$ cat config.mk
export PLATFORM = sky130hd
export DESIGN_NAME = conv_encoder_stream
export DESIGN_NICKNAME = d
export VERILOG_FILES = /design/src/rtl/conv_encoder_stream.sv
export SDC_FILE = /design/constraint.sdc
export NUM_CORES = 1
export LEC_CHECK = 0
export ABC_AREA = 1
export CAP_MARGIN = 15
export CORE_ASPECT_RATIO = 1.75
export CORE_UTILIZATION = 45
export DETAILED_ROUTE_END_ITERATION = 6
export DONT_BUFFER_PORTS = 1
export PLACE_DENSITY_LB_ADDON = 0.15
export SLEW_MARGIN = 20
export SYNTH_ARGS = -nofsm -noshare
export SYNTH_HDL_FRONTEND = slang
export SYNTH_SLANG_ARGS = --single-unit
$ cat constraint.sdc
create_clock -name sys_clk -period 3.55 [get_ports sys_clk]
set_input_delay 0.355 -clock sys_clk [delete_from_list [all_inputs] [get_ports sys_clk]]
set_output_delay 0.355 -clock sys_clk [all_outputs]
set_load 0.05 [all_outputs]
$ cat src/rtl/conv_encoder_stream.sv
// Streaming convolutional encoder with run-time rate, constraint length and
// generator polynomials. It takes one information bit per input handshake and
// emits one code symbol per output handshake. It can optionally append K-1
// zero tail bits so that the trellis terminates in state 0.
//
// Ports:
//   sys_clk, rst    clock (rising edge), asynchronous active-low reset
//   en              global enable; 0 freezes all state and handshakes
//   i_code_rate     n (2..MAX_CODE_RATE), sampled on the first bit of a frame
//   i_constr_len    K (2..MAX_CONSTRAINT_LENGTH), sampled on the first bit
//   i_gen_poly      flattened polynomials; poly j at [j*MAX_CONSTRAINT_LENGTH +: MAX_CONSTRAINT_LENGTH]
//   i_zero_term     append K-1 tail zeros after the last bit
//   i_valid/o_ready input bit handshake (i_bit, i_last)
//   o_valid/i_ready output symbol handshake (o_data, o_last)
//   o_done          one-cycle pulse when the final symbol is accepted
//   o_cfg_err       configuration invalid while idle
//   o_sym_cnt       symbols emitted in the current/last frame (saturating)
module conv_encoder_stream #(
  parameter int MAX_CODE_RATE         = 4,
  parameter int MAX_CONSTRAINT_LENGTH = 9,
  parameter int CNT_W                 = 16
) (
  input  logic                                           sys_clk,
  input  logic                                           rst,
  input  logic                                           en,
  input  logic [MAX_CODE_RATE-1:0]                       i_code_rate,
  input  logic [MAX_CONSTRAINT_LENGTH-1:0]               i_constr_len,
  input  logic [MAX_CODE_RATE*MAX_CONSTRAINT_LENGTH-1:0] i_gen_poly,
  input  logic                                           i_zero_term,
  input  logic                                           i_valid,
  output logic                                           o_ready,
  input  logic                                           i_bit,
  input  logic                                           i_last,
  output logic                                           o_valid,
  input  logic                                           i_ready,
  output logic [MAX_CODE_RATE-1:0]                       o_data,
  output logic                                           o_last,
  output logic                                           o_done,
  output logic                                           o_cfg_err,
  output logic [CNT_W-1:0]                               o_sym_cnt
);

  localparam int N  = MAX_CODE_RATE;
  localparam int K  = MAX_CONSTRAINT_LENGTH;
  localparam int TW = $clog2(K);

  typedef enum logic [1:0] {IDLE, DATA, FLUSH, DONE_WAIT} state_t;

  state_t           state_q, state_d;
  logic [N-1:0]     n_q;
  logic [K-1:0]     k_q;
  logic [N*K-1:0]   poly_q;
  logic             term_q;
  logic [K-2:0]     sr_q;
  logic [TW-1:0]    tail_q;
  logic             done_q;

  logic [N-1:0]     n_eff;
  logic [K-1:0]     k_eff;
  logic [N*K-1:0]   poly_eff;
  logic             term_eff;
  logic [K-2:0]     sr_eff;
  logic             bit_in;
  logic [K-1:0]     win;
  logic [N-1:0]     sym;
  logic             cfg_bad;
  logic             in_acc, out_acc, out_free;
  logic             load, drop, last_d, done_d;

  // While idle the live config inputs drive the first symbol of a frame;
  // afterwards the copy latched on that first bit is used.
  always_comb begin
    if (state_q == IDLE) begin
      n_eff    = i_code_rate;
      k_eff    = i_constr_len;
      poly_eff = i_gen_poly;
      term_eff = i_zero_term;
      sr_eff   = '0;
    end else begin
      n_eff    = n_q;
      k_eff    = k_q;
      poly_eff = poly_q;
      term_eff = term_q;
      sr_eff   = sr_q;
    end
  end

  assign cfg_bad = (32'(i_code_rate) < 2) || (32'(i_code_rate) > N) ||
                   (32'(i_constr_len) < 2) || (32'(i_constr_len) > K);
  assign o_cfg_err = en & (state_q == IDLE) & cfg_bad;
  assign o_ready   = en & ((state_q == IDLE) | (state_q == DATA)) &
                     (~o_valid | i_ready) & ~o_cfg_err;
  assign o_done    = done_q & en;

  assign in_acc   = i_valid & o_ready;
  assign out_acc  = en & o_valid & i_ready;
  assign out_free = ~o_valid | i_ready;

  // Tail symbols are produced by shifting in zeros.
  assign bit_in = (state_q == FLUSH) ? 1'b0 : i_bit;
  // win[0] is the current bit, win[i] the bit i positions earlier.
  assign win    = {sr_eff, bit_in};

  always_comb begin
    sym = '0;
    for (int unsigned j = 0; j < N; j++) begin
      logic acc;
      acc = 1'b0;
      for (int unsigned i = 0; i < K; i++) begin
        if (i < 32'(k_eff)) acc = acc ^ (poly_eff[j*K + i] & win[i]);
      end
      sym[j] = acc & (j < 32'(n_eff));
    end
  end

  always_comb begin
    state_d = state_q;
    load    = 1'b0;
    drop    = 1'b0;
    last_d  = 1'b0;
    done_d  = 1'b0;
    if (en) begin
      unique case (state_q)
        IDLE, DATA: begin
          if (in_acc) begin
            load   = 1'b1;
            last_d = i_last & ~term_eff;
            if (i_last)              state_d = term_eff ? FLUSH : DONE_WAIT;
            else if (state_q == IDLE) state_d = DATA;
          end else if (out_acc) begin
            drop = 1'b1;
          end
        end
        FLUSH: begin
          if (out_free) begin
            load   = 1'b1;
            last_d = (tail_q == TW'(1));
            if (tail_q == TW'(1)) state_d = DONE_WAIT;
          end
        end
        DONE_WAIT: begin
          if (out_acc) begin
            drop    = 1'b1;
            done_d  = 1'b1;
            state_d = IDLE;
          end
        end
      endcase
    end
  end

  always_ff @(posedge sys_clk or negedge rst) begin
    if (!rst) state_q <= IDLE;
    else      state_q <= state_d;
  end

  always_ff @(posedge sys_clk or negedge rst) begin
    if (!rst) done_q <= 1'b0;
    else      done_q <= done_d;
  end

  always_ff @(posedge sys_clk or negedge rst) begin
    if (!rst) begin
      o_valid   <= 1'b0;
      o_data    <= '0;
      o_last    <= 1'b0;
      o_sym_cnt <= '0;
      sr_q      <= '0;
      tail_q    <= '0;
      n_q       <= '0;
      k_q       <= '0;
      poly_q    <= '0;
      term_q    <= 1'b0;
    end else if (en) begin
      if (load) begin
        o_valid <= 1'b1;
        o_data  <= sym;
        o_last  <= last_d;
        sr_q    <= win[K-2:0];
        if (state_q == IDLE)          o_sym_cnt <= CNT_W'(1);
        else if (o_sym_cnt != '1)     o_sym_cnt <= o_sym_cnt + CNT_W'(1);
      end else if (drop) begin
        o_valid <= 1'b0;
        o_last  <= 1'b0;
      end
      if (in_acc && state_q == IDLE) begin
        n_q    <= i_code_rate;
        k_q    <= i_constr_len;
        poly_q <= i_gen_poly;
        term_q <= i_zero_term;
      end
      if (in_acc && i_last)               tail_q <= TW'(k_eff - K'(1));
      else if (load && state_q == FLUSH)  tail_q <= tail_q - TW'(1);
    end
  end

endmodule

==> run summary <==
Outcome: complete, but fails checks
Failing checks: design-rule violations
Filler cells: 1,158
Worst reg2reg startpoint: state_q[1]
Clock transition at the registers of the reported paths: 0.06 ns
Vias in the first global route: 4,809
DIE AREA: 12,170 sq um
CP Max Fanout: 17
TritonCTS buffer count: 9
PwrDens: 913.0 nW/um^2
Crit path cell chain: inv_2 > nand2_2 > nand3_1 > nand2_2 > nand2_2 > nor2_1 > nor2_1 > nand2_1 > nand2_1 > nand2_1 > nand2_1 > nand2_1 > nand2_1 > nand2_1 > nand2_1 > nand2_1 > nand2_1 > nand2_1 > nand2_1
Max Fclk: 0.3869 GHz
HPWL Detailed: 10,360 microns
GP Congestion: 0.9583
Row Count: 52
Die height: 145.2 microns
Setup Buffers After CTS: 0
Total GRT Usage: 0.2377
Max-slew violations: 0
Final setup vio count: 0
Final Total Pwr: 0.005242 W
Sequential area share after synthesis: 0.4130
Min-delay worst type: in2reg
Post-synth EDFFs: 0
DR vias: 4,647
# H-tree levels: 3
Worst setup startpoint: state_q[1]
Hold Crit Start: i_gen_poly[19]
Longest Clk Path Bufs: 2
Syn Nets: 791
First drt pass iteration count: 7
First-pass GRT wire length: 22,890 microns
Unrepaired setup endpoints after global routing: false
Setup_tns: 0 ns
Worst Setup Start Kind: flip-flop
CTS root buffer: clkbuf_16
Antenna Violating Nets Remaining: 0
Starting Density: 0.4577
Share of cells above drive strength 1: 0.09375
CP max stage delay: 0.53 ns
Core area: 11,520 sq um
CP max stage cell: dfrtp_1
#FFs+latches synth: 87
Min Tclk post-route: 2.584 ns
Yosys warnings: 0
Antenna violations before repair: 0
Critical path arrival: 2.83 ns
Mapped cell area: 5271 sq um
Wire per inst: 15.31 microns
Iter 0 DRT Violations: 270
Hold Fails Final Rpt: 0
I/O pin count: 82
Leakage: 2.958 nW
IO Port Bufs: 0
Critical Path RT: 3.79 ns
P&R area growth vs syn: 8.925%
Tcrit/Tclk final: 0.7280
Total wire length: 13,340 microns
CTS sink count: 87
Die W: 83.82 microns
Slew Limit Headroom: 0.5830
Synth Area per Inst: 7.221 sq um
Post-synth ARST share: 1.000
Netlist cell types: 44
Most used cell, CP: nand2_1
Worst-margin pin slew: 0.6207 ns
Worst skew pair latency: 0.35 ns
Post-DR vias/cell: 5.335
Setup CP Type: reg2reg
Crit end category: flip-flop
CP bufs+invs: 1
Hold slack: 0.1506 ns
Top_reg_cell synth: dfrtp_1
TritonCTS clock tree: built
Max Cap Violations: 0
Clock skew: 0.007184 ns
Critical path's top delay family: simple AND/OR/NAND/NOR gates
Post-Syn Instances: 730
N_diodes: 0
Grt ovf: 0
Final #Nets: 793
Drt drc: 14
Peak supply drop: 0.4794 mV
Largest net degree at the start of global routing: 88
==> path summary, 6_finish.rpt <==
path	end	cells after the start	slack, ns
worst min-delay path	poly_q[19]	2	0.15
worst max-delay path	o_data[3]	19	0.97
min in group asynchronous	poly_q[23]	2	0.57
max in group asynchronous	poly_q[34]	2	2.61
worst max register to register	o_data[3]	19	0.97
worst min register to register	k_q[7]	2	0.47
==> final cells by class <==
| type | count | area (sq um) | share of cell area |
|---|---|---|---|
| clock buffer | 11 | 232.7 | 0.04053 |
| clock inverter | 4 | 47.55 | 0.008281 |
| inverter | 116 | 435.4 | 0.07583 |
| multi-input combinational | 506 | 2551 | 0.4443 |
| sequential | 87 | 2177 | 0.3792 |
| tap | 135 | 168.9 | 0.02942 |
| timing repair buffer | 12 | 128.9 | 0.02245 |
==> timing repair <==
item	CTS	global route
hold endpoints to repair	87	0
gates resized for setup	0	0
hold buffers	2	0
endpoints found under the setup margin	0	0
==> flip-flops by register name, summed over array words and instances, names as in the netlist <==
| signal | cells |
|---|---|
| o_data | 4 |
| n_q | 4 |
| k_q | 9 |
| term_q | 1 |
| sr_q | 8 |
| done_q | 1 |
| o_sym_cnt | 16 |
| tail_q | 4 |
| state_q | 2 |
| o_valid | 1 |
| o_last | 1 |
| poly_q | 36 |
==> synth_stat cells, types with 4 or more instances <==
| master | n | share of area |
|---|---|---|
| nand2_1 | 187 | 0.13 |
| inv_1 | 109 | 0.078 |
| dfrtp_1 | 87 | 0.41 |
| nor2_1 | 79 | 0.056 |
| o21ai_0 | 50 | 0.047 |
| nand3_1 | 44 | 0.042 |
| a21oi_1 | 36 | 0.034 |
| nand2_2 | 14 | 0.017 |
| xor2_1 | 14 | 0.023 |
| nand4_1 | 12 | 0.014 |
| nor3_1 | 12 | 0.011 |
| o31ai_1 | 8 | 0.011 |
| clkbuf_1 | 7 | 0.0050 |
| buf_2 | 6 | 0.0057 |
| inv_2 | 6 | 0.0043 |
| xnor2_1 | 6 | 0.010 |
| buf_6 | 4 | 0.0085 |
| ha_1 | 4 | 0.0095 |
| nand3_2 | 4 | 0.0076 |
| nor2_2 | 4 | 0.0047 |
==> report_power, final <==
part           total [W]  internal (W)  leakage (nW)  switching, W
registers        0.00188       0.00138          1.07      0.000499
logic            0.00244      0.000782          1.75       0.00166
clock network   0.000926      0.000539         0.135      0.000386
==> layout by cell type, fill, tap and decap left out, drive strengths merged, types with 2 or more instances in the layout <==
| cell | instances |
|---|---|
| a211oi | 2 |
| a21oi | 38 |
| buf | 11 |
| clkbuf | 11 |
| clkinv | 3 |
| dfrtp | 87 |
| ha | 4 |
| inv | 115 |
| nand2 | 203 |
| nand3 | 50 |
| nand4 | 14 |
| nor2 | 87 |
| nor3 | 12 |
| nor4 | 2 |
| o211ai | 3 |
| o21ai | 55 |
| o31ai | 8 |
| xnor2 | 6 |
| xor2 | 15 |
==> metal layers <==
| layer | GRT usage | part of all wire | up-vias |
|---|---|---|---|
| met3 | 0.04494 | 0.040 | 48 |
| met1 | 0.2586 | 0.38 | 2150 |
| met5 | 0 | 0 | - |
| li1 | - | - | 2315 |
| met2 | 0.4254 | 0.53 | 134 |
| met4 | 0.1336 | 0.047 | 0 |
==> logic make-up (layout without fill, tap and decap cells) <==
logic type | Yosys count | count (layout) | share of synthesized area
simple gates | 371 | 371 | 0.3190
buf+inv | 137 | 143 | 0.1054
compound gates | 110 | 110 | 0.1168
flops | 87 | 87 | 0.4130
xor+xnor | 21 | 21 | 0.03632
fa+ha+maj | 4 | 4 | 0.009495
==> through the flow <==
stage	instances	cell area, sq um	utilization	worst slack (ns)
after floorplan	730	5271	-	0.5509
after global placement	854	5424	0.4710	0.9291
after detailed placement	854	5424	0.4710	0.8645
after CTS	871	5742	0.4986	0.9579
after global routing	871	5742	0.4986	0.6594
final	871	5742	0.4986	0.9655
==> worst reg2reg max path, delay by kind of cell (launching register included) <==
| kind | cells | cell delay (ns) |
|---|---|---|
| flops | 1 | 0.53 |
| buf+inv | 1 | 0.13 |
| simple gates | 18 | 1.82 |
(Power assumes the default switching activity.)
